[src/rtl/duty_compensator_if.sv]
// duty_compensator_if
// Groups the sample/coefficient/limit inputs and the duty command outputs of
// the digital compensator that feeds a DPWM.
//   start    : one-cycle strobe, new error sample available on e
//   e        : signed error sample (EW bits)
//   a, b, c  : signed Q.FRAC coefficients for e[n], e[n-1], e[n-2] (CW bits)
//   dmin/dmax: unsigned duty limits (WIDTH bits)
//   d        : registered duty command (WIDTH bits)
//   d_valid  : one-cycle pulse after d is updated
//   busy     : compensator is computing
//   overrun  : one-cycle pulse, a start arrived while busy and was dropped
// The master modport is the sample source (controller / bench); the slave
// modport is the compensator itself.
interface duty_compensator_if #(
    parameter int WIDTH = 12,
    parameter int EW    = 10,
    parameter int CW    = 12
) ();
    logic                    start;
    logic signed [EW-1:0]    e;
    logic signed [CW-1:0]    a;
    logic signed [CW-1:0]    b;
    logic signed [CW-1:0]    c;
    logic        [WIDTH-1:0] dmin;
    logic        [WIDTH-1:0] dmax;
    logic        [WIDTH-1:0] d;
    logic                    d_valid;
    logic                    busy;
    logic                    overrun;

    modport master (
        output start, e, a, b, c, dmin, dmax,
        input  d, d_valid, busy, overrun
    );

    modport slave (
        input  start, e, a, b, c, dmin, dmax,
        output d, d_valid, busy, overrun
    );
endinterface

[src/rtl/duty_compensator.sv]
// duty_compensator
// Incremental PID-style compensator for a DPWM:
//   u[n] = u[n-1] + a*e[n] + b*e[n-1] + c*e[n-2]
// evaluated over three cycles with one shared signed multiplier, followed by
// a saturation cycle that clamps the integer part of the accumulator to
// [dmin, dmax] and applies anti-windup to the stored u.
// Ports:
//   hfclk : clock, all state changes on its rising edge
//   reset : asynchronous active-low reset
//   bus   : duty_compensator_if slave (start/e/a/b/c/dmin/dmax in,
//           d/d_valid/busy/overrun out)
// Latency: start sampled at edge k -> d updated and d_valid high after k+4.
module duty_compensator #(
    parameter int WIDTH = 12,
    parameter int EW    = 10,
    parameter int CW    = 12,
    parameter int FRAC  = 8
) (
    input  logic              hfclk,
    input  logic              reset,
    duty_compensator_if.slave bus
);

    // Accumulator / u width, product width, and a sum width wide enough that
    // acc + product can never wrap before the saturation check.
    localparam int AW = WIDTH + FRAC + 2;
    localparam int PW = EW + CW;
    localparam int SW = ((AW > PW) ? AW : PW) + 1;
    // Integer part of the accumulator (signed).
    localparam int QW = AW - FRAC;

    typedef enum logic [2:0] {
        IDLE = 3'd0,
        M0   = 3'd1,
        M1   = 3'd2,
        M2   = 3'd3,
        SAT  = 3'd4
    } state_t;

    state_t state_reg;
    state_t state_next;

    // e_hist_reg[0] = e[n] (latched on accept), [1] = e[n-1], [2] = e[n-2]
    logic [2:0][EW-1:0]    e_hist_reg;
    logic signed [AW-1:0]  acc_reg;
    logic signed [AW-1:0]  u_reg;
    logic [WIDTH-1:0]      d_reg;
    logic                  d_valid_reg;
    logic                  overrun_reg;

    logic                  busy;
    logic                  accept;
    logic                  in_sat;
    logic                  in_mac;
    logic signed [CW-1:0]  mul_coef;
    logic signed [EW-1:0]  mul_data;
    logic signed [AW-1:0]  acc_base;

    logic signed [PW-1:0]  product;
    logic signed [SW-1:0]  sum;
    logic                  sum_ovf;
    logic signed [AW-1:0]  sum_sat;

    logic signed [QW-1:0]  q;
    logic signed [QW-1:0]  dmin_ext;
    logic signed [QW-1:0]  dmax_ext;
    logic signed [QW-1:0]  q_hi;
    logic signed [QW-1:0]  q_clamped;
    logic                  clamped;
    logic signed [AW-1:0]  u_next;

    // ------------------------------------------------------------------
    // FSM: state register
    // ------------------------------------------------------------------
    always_ff @(posedge hfclk or negedge reset) begin
        if (!reset) begin
            state_reg <= IDLE;
        end else begin
            state_reg <= state_next;
        end
    end

    // ------------------------------------------------------------------
    // FSM: next state. Only IDLE looks at start; the MAC/SAT sequence is
    // fixed-length and cannot be interrupted except by reset.
    // ------------------------------------------------------------------
    always_comb begin
        state_next = state_reg;
        case (state_reg)
            IDLE:    state_next = bus.start ? M0 : IDLE;
            M0:      state_next = M1;
            M1:      state_next = M2;
            M2:      state_next = SAT;
            SAT:     state_next = IDLE;
            default: state_next = IDLE;
        endcase
    end

    // ------------------------------------------------------------------
    // FSM: outputs. Steers the shared multiplier: M0 starts from u, M1/M2
    // continue from acc. Coefficients are read live in their own state.
    // ------------------------------------------------------------------
    always_comb begin
        busy     = (state_reg != IDLE);
        accept   = (state_reg == IDLE) && bus.start;
        in_sat   = (state_reg == SAT);
        in_mac   = 1'b0;
        mul_coef = '0;
        mul_data = '0;
        acc_base = '0;
        case (state_reg)
            M0: begin
                in_mac   = 1'b1;
                mul_coef = bus.a;
                mul_data = $signed(e_hist_reg[0]);
                acc_base = u_reg;
            end
            M1: begin
                in_mac   = 1'b1;
                mul_coef = bus.b;
                mul_data = $signed(e_hist_reg[1]);
                acc_base = acc_reg;
            end
            M2: begin
                in_mac   = 1'b1;
                mul_coef = bus.c;
                mul_data = $signed(e_hist_reg[2]);
                acc_base = acc_reg;
            end
            default: ;
        endcase
    end

    // ------------------------------------------------------------------
    // Shared multiplier and saturating accumulate
    // ------------------------------------------------------------------
    assign product = PW'(mul_coef) * PW'(mul_data);
    assign sum     = SW'(acc_base) + SW'(product);

    // The sum fits in AW bits only if all bits from AW-1 upward agree.
    assign sum_ovf = (sum[SW-1:AW-1] != {(SW-AW+1){sum[SW-1]}});
    assign sum_sat = !sum_ovf ? sum[AW-1:0]
                   : (sum[SW-1] ? {1'b1, {(AW-1){1'b0}}}
                                : {1'b0, {(AW-1){1'b1}}});

    // ------------------------------------------------------------------
    // Saturation stage. Dropping the FRAC bits of a two's complement value
    // is an arithmetic shift, i.e. truncation toward minus infinity.
    // dmax is applied first and dmin second, so dmin wins if they cross.
    // ------------------------------------------------------------------
    assign q         = acc_reg[AW-1:FRAC];
    assign dmin_ext  = $signed({{(QW-WIDTH){1'b0}}, bus.dmin});
    assign dmax_ext  = $signed({{(QW-WIDTH){1'b0}}, bus.dmax});
    assign q_hi      = (q > dmax_ext) ? dmax_ext : q;
    assign q_clamped = (q_hi < dmin_ext) ? dmin_ext : q_hi;
    assign clamped   = (q_clamped != q);
    // Anti-windup: when the output is limited, u restarts from the limit
    // instead of carrying the excess forward.
    assign u_next    = clamped ? {q_clamped, {FRAC{1'b0}}} : acc_reg;

    // ------------------------------------------------------------------
    // Datapath registers
    // ------------------------------------------------------------------
    always_ff @(posedge hfclk or negedge reset) begin
        if (!reset) begin
            acc_reg <= '0;
        end else if (in_mac) begin
            acc_reg <= sum_sat;
        end
    end

    always_ff @(posedge hfclk or negedge reset) begin
        if (!reset) begin
            e_hist_reg <= '0;
        end else begin
            if (accept) begin
                e_hist_reg[0] <= bus.e;
            end
            if (in_sat) begin
                e_hist_reg[2] <= e_hist_reg[1];
                e_hist_reg[1] <= e_hist_reg[0];
            end
        end
    end

    always_ff @(posedge hfclk or negedge reset) begin
        if (!reset) begin
            u_reg       <= '0;
            d_reg       <= '0;
            d_valid_reg <= 1'b0;
            overrun_reg <= 1'b0;
        end else begin
            d_valid_reg <= in_sat;
            // busy includes SAT, so a start there is also dropped.
            overrun_reg <= bus.start && busy;
            if (in_sat) begin
                d_reg <= q_clamped[WIDTH-1:0];
                u_reg <= u_next;
            end
        end
    end

    assign bus.d       = d_reg;
    assign bus.d_valid = d_valid_reg;
    assign bus.busy    = busy;
    assign bus.overrun = overrun_reg;

endmodule
[src/flat_wrapper.sv]
// flat-port wrapper written by rule: the top's interface ports become plain ports
module duty_compensator_flat 
#(
    parameter int WIDTH = 12,
    parameter int EW    = 10,
    parameter int CW    = 12,
    parameter int FRAC  = 8
)
  (hfclk, reset, bus_start, bus_e, bus_a, bus_b, bus_c, bus_dmin, bus_dmax, bus_d, bus_d_valid, bus_busy, bus_overrun);
  duty_compensator_if #(.WIDTH(WIDTH), .EW(EW), .CW(CW)) bus_i ();
  input  logic hfclk;
  input  logic reset;
  input wire logic [$bits(bus_i.start)-1:0] bus_start;
  input wire logic [$bits(bus_i.e)-1:0] bus_e;
  input wire logic [$bits(bus_i.a)-1:0] bus_a;
  input wire logic [$bits(bus_i.b)-1:0] bus_b;
  input wire logic [$bits(bus_i.c)-1:0] bus_c;
  input wire logic [$bits(bus_i.dmin)-1:0] bus_dmin;
  input wire logic [$bits(bus_i.dmax)-1:0] bus_dmax;
  output wire logic [$bits(bus_i.d)-1:0] bus_d;
  output wire logic [$bits(bus_i.d_valid)-1:0] bus_d_valid;
  output wire logic [$bits(bus_i.busy)-1:0] bus_busy;
  output wire logic [$bits(bus_i.overrun)-1:0] bus_overrun;
  assign bus_i.start = bus_start;
  assign bus_i.e = bus_e;
  assign bus_i.a = bus_a;
  assign bus_i.b = bus_b;
  assign bus_i.c = bus_c;
  assign bus_i.dmin = bus_dmin;
  assign bus_i.dmax = bus_dmax;
  assign bus_d = bus_i.d;
  assign bus_d_valid = bus_i.d_valid;
  assign bus_busy = bus_i.busy;
  assign bus_overrun = bus_i.overrun;
  duty_compensator #(.WIDTH(WIDTH), .EW(EW), .CW(CW), .FRAC(FRAC)) u_core (.hfclk(hfclk), .reset(reset), .bus(bus_i));
endmodule
[config.mk]
export PLATFORM = sky130hd
export DESIGN_NAME = duty_compensator_flat
export DESIGN_NICKNAME = d
export VERILOG_FILES = /design/src/rtl/duty_compensator_if.sv /design/src/rtl/duty_compensator.sv /design/src/flat_wrapper.sv
export SDC_FILE = /design/constraint.sdc
export NUM_CORES = 1
export LEC_CHECK = 0
export CORE_ASPECT_RATIO = 1.4
export CORE_UTILIZATION = 55
export DETAILED_ROUTE_END_ITERATION = 10
export PLACE_DENSITY_LB_ADDON = 0.12
export SLEW_MARGIN = 20
export SYNTH_ARGS = -nofsm -noshare
export SYNTH_HDL_FRONTEND = slang
export SYNTH_SLANG_ARGS = --single-unit
[constraint.sdc]
create_clock -name hfclk -period 9.2 [get_ports hfclk]
set_clock_uncertainty 0.2 [all_clocks]
set_input_delay 2.3 -clock hfclk [delete_from_list [all_inputs] [get_ports hfclk]]
set_output_delay 2.3 -clock hfclk [all_outputs]
set_load 0.02 [all_outputs]
==> impl_metrics.yaml, run 1 <==
routing:
  ant_nets: 0
  drc_errors: 0
  finalWirelength_um: 29410
  post_drt_wl_per_cell_um: 18.88
  vias_per_cell: 5.616
  dr.pass1.iters: 6
  vias: 8750
  drt-initial-drc-count: 547
synth:
  synth.area.top_cells: "fa_1 24%, dfrtp_1 21%, ha_1 9.7%"
  synthAdderAreaFrac_pct: 33.81
  synthDistinctLibCells: 67
  yosysWarnings: 0
  yosysTopAreaCell: "fa_1"
  synth-seq-cells: 91
  synthSimpleGateAreaFrac_pct: 12.67
  syn_inst: 1231
  synthMuxAreaShare_pct: 3.196
  synth.cell_area_um2: 10960
  synth_xor_area_share_pct: 3.926
  yosysSeqAreaShare_pct: 20.77
  synth_top_family_by_area: "adder cells"
  synth_top_area_share_pct: 24.11
  synthArstFlopShare_pct: 100.0
  synth_edf_count: 0
  syn_avg_cell_area_um2: 8.905
  yosys-top-cells-count: "215 x inv_1, 187 x nand2_1, 132 x fa_1, 91 x dfrtp_1, 85 x ha_1"
  synth.most_common_cell: "inv_1"
  synth-compound-area-share_pct: 16.03
  synth_fp_nets: 1521
  synth-main-ff-cell: "dfrtp_1"
final_layout:
  seq_area_um2: 2277
  drive_above_1_share_pct: 7.328
  fillers: 1684
  largest_reg_flops: 30
  final_cells: 1558
  multi_input_area_um2: 7647
  layout.nets: 1595
  n_antenna_cell: 0
  syn_to_final_growth_pct: 13.35
clocking:
  tritoncts: "done"
  clk_pin_slew_worst_paths_ns: 0.07
  clkLatencyLatePin_ns: 0.35
  htree_levels: 3
  cts_root_buffer: "clkbuf_16"
  clk_path_buf_depth: 2
  post_cts_buffers: 0
  cts.sinks: 91
  cts_hold_buf: 0
  cts_resized: 0
  cts_buffers: 9
sta:
  timing.final.crit_share_pct: 93.65
  slew_headroom_pct: 31.65
  worst_pin_slew_ns: 1.022
  maxSlewViolCount: 0
  finalHoldViolCount: 0
  period_minus_slack_ns: 8.616
  clock.fmax_mhz: 116.1
  fin_setup_tns_ns: 0
  setup_violations: 0
  grt_setup_unrepaired: "false"
grt:
  antenna_found_initial: 0
  grt_pass1_wl_um: 48600
  grt_pass1_vias: 9425
  grt_max_degree: 71
  grt.total_usage_pct: 31.12
  grt-ovfl-total: 0
critical_path:
  ff2ff_path_depth: 23
  cp.arrival_ns: 8.69
  worst-r2r-setup-slack_ns: 1.41
  rr_startpoint: "u_core.state_reg[0]"
  rr_endpoint: "u_core.acc_reg[1]"
  startpoint_type: "input pin"
  endpoint_kind: "flip-flop"
  crit_type: "in -> reg"
  critPathRequiredTime_ns: 9.27
  cp_max_fo: 21
min_path:
  hold_class: "reg -> reg"
  hold_depth: 1
  hold_path_startpoint: "u_core.bus.d[9]"
  whs_endpoint: "u_core.bus.d[9]"
placement:
  place.gp.congestion: 0.9578
  dp_cells: 1542
  dp_hpwl_um: 23950
  port-buffer-count: 87
floorplan:
  dieArea_um2: 20510
  die_y_um: 169.0
  fp.dieW_um: 121.3
  boundaryPins: 88
  rows: 60
  start_util_pct: 56.60
  coreArea_um2: 19370
outcome:
  status: "complete, no violations"
run:
  drv_cap: 0
==> worst max-delay path: stages <==
cell             delay, ns
clkdlybuf4s50_1       0.46
mux2i_1               0.06
nor2_1                0.10
a21oi_1               0.06
nor2_1                0.09
buf_4                 0.21
nand2_1               0.14
fa_1                  0.74
inv_1                 0.10
fa_1                  0.70
fa_1                  0.49
fa_1                  0.49
inv_1                 0.05
fa_1                  0.48
inv_1                 0.04
ha_1                  0.34
or3_1                 0.42
o2111ai_1             0.15
o2111ai_1             0.15
a21oi_1               0.24
xnor2_2               0.24
buf_4                 0.32
o21ai_0               0.10
o21ai_1               0.19
==> layout make-up <==
type | count | area share (%)
Clock inverter | 7 | 0.5438
Clock buffer | 9 | 1.813
Sequential cell | 91 | 18.33
Tap cell | 248 | 2.497
Inverter | 215 | 6.495
Timing Repair Buffer | 115 | 8.781
Multi-Input combinational cell | 873 | 61.54
==> cells by family (layout without fill, tap and decap cells) <==
kind of cell | Yosys count | count (layout)
fa+ha+maj | 217 | 217
flops | 91 | 91
compound gates | 253 | 253
mux | 32 | 32
xor+xnor | 47 | 47
simple gates | 324 | 324
buf+inv | 267 | 346
==> stage by stage <==
| step | instance area [um^2] | hold WS, ns | setup WS [ns] | util (%) |
|---|---|---|---|---|
| final | 12430 | 0.2799 | 0.5842 | 64.15 |
| after global routing | 12430 | 0.2964 | 0.2260 | 64.15 |
| after CTS | 12430 | 0.2800 | 0.6153 | 64.15 |
| after detailed placement | 12130 | 0.2628 | 0.2783 | 62.64 |
| after global placement | 12130 | 0.2564 | 0.3385 | 62.64 |
| after floorplan | 10960 | 0.2402 | 1.244 | - |
==> worst max path at each step <==
| stage | startpoint | to | slack, ns | cells after the start |
|---|---|---|---|---|
| 3_5_place_dp | bus_c[11] | u_core.acc_reg[1] | 0.28 | 24 |
| 2_1_floorplan | bus_c[11] | u_core.acc_reg[15] | 1.24 | 22 |
| 3_3_place_gp | bus_c[11] | u_core.acc_reg[5] | 0.34 | 24 |
| 5_1_grt | bus_c[11] | u_core.acc_reg[2] | 0.23 | 24 |
| 4_1_cts | bus_c[11] | u_core.acc_reg[1] | 0.62 | 24 |
| 6_report | bus_c[11] | u_core.acc_reg[1] | 0.58 | 24 |
==> placed cells by master, fill, tap and decap left out, types with 3 or more instances in the layout <==
cell type / instances
inv_1: 215
nand2_1: 186
fa_1: 132
dfrtp_1: 91
clkdlybuf4s50_1: 86
ha_1: 85
nor2_1: 66
a21oi_1: 55
o21ai_0: 47
a21o_1: 42
xor2_1: 31
a22o_1: 29
buf_4: 28
mux2_2: 24
o21ai_1: 22
nor3_1: 16
xnor2_1: 14
nor2b_1: 11
o211a_1: 11
clkbuf_16: 9
mux2i_1: 8
nand3_1: 8
nor4_1: 7
a22oi_1: 6
o211ai_1: 5
or2_2: 4
and2_1: 4
or3_1: 4
a211oi_1: 4
a21o_2: 4
nand2b_1: 4
inv_6: 4
nand4_1: 3
o21a_1: 3
==> metal layers <==
layer	up-vias	global-route usage [%]	share of wire, %
met3	88	3.538	3.6
met5	-	0	0
met1	4287	36.20	39
met4	0	16.96	6.1
li1	4125	-	-
met2	250	55.31	51
Power of run 1 is left out: the tool's default activity adds up to more than one toggle a clock period on the data nets, which glitch-free logic cannot reach.
==> run 2, diff against run 1 <==
--- a/config.mk
+++ b/config.mk
@@ -7,6 +7,7 @@
 export LEC_CHECK = 0
 export CORE_ASPECT_RATIO = 1.4
 export CORE_UTILIZATION = 55
+export CTS_CLUSTER_SIZE = 12
 export DETAILED_ROUTE_END_ITERATION = 10
 export PLACE_DENSITY_LB_ADDON = 0.12
 export SLEW_MARGIN = 20
==> results of run 2 <==
No change in the layout: final DEF, timing and power equal those of run 1.
Power of run 2 is left out for the same reason.
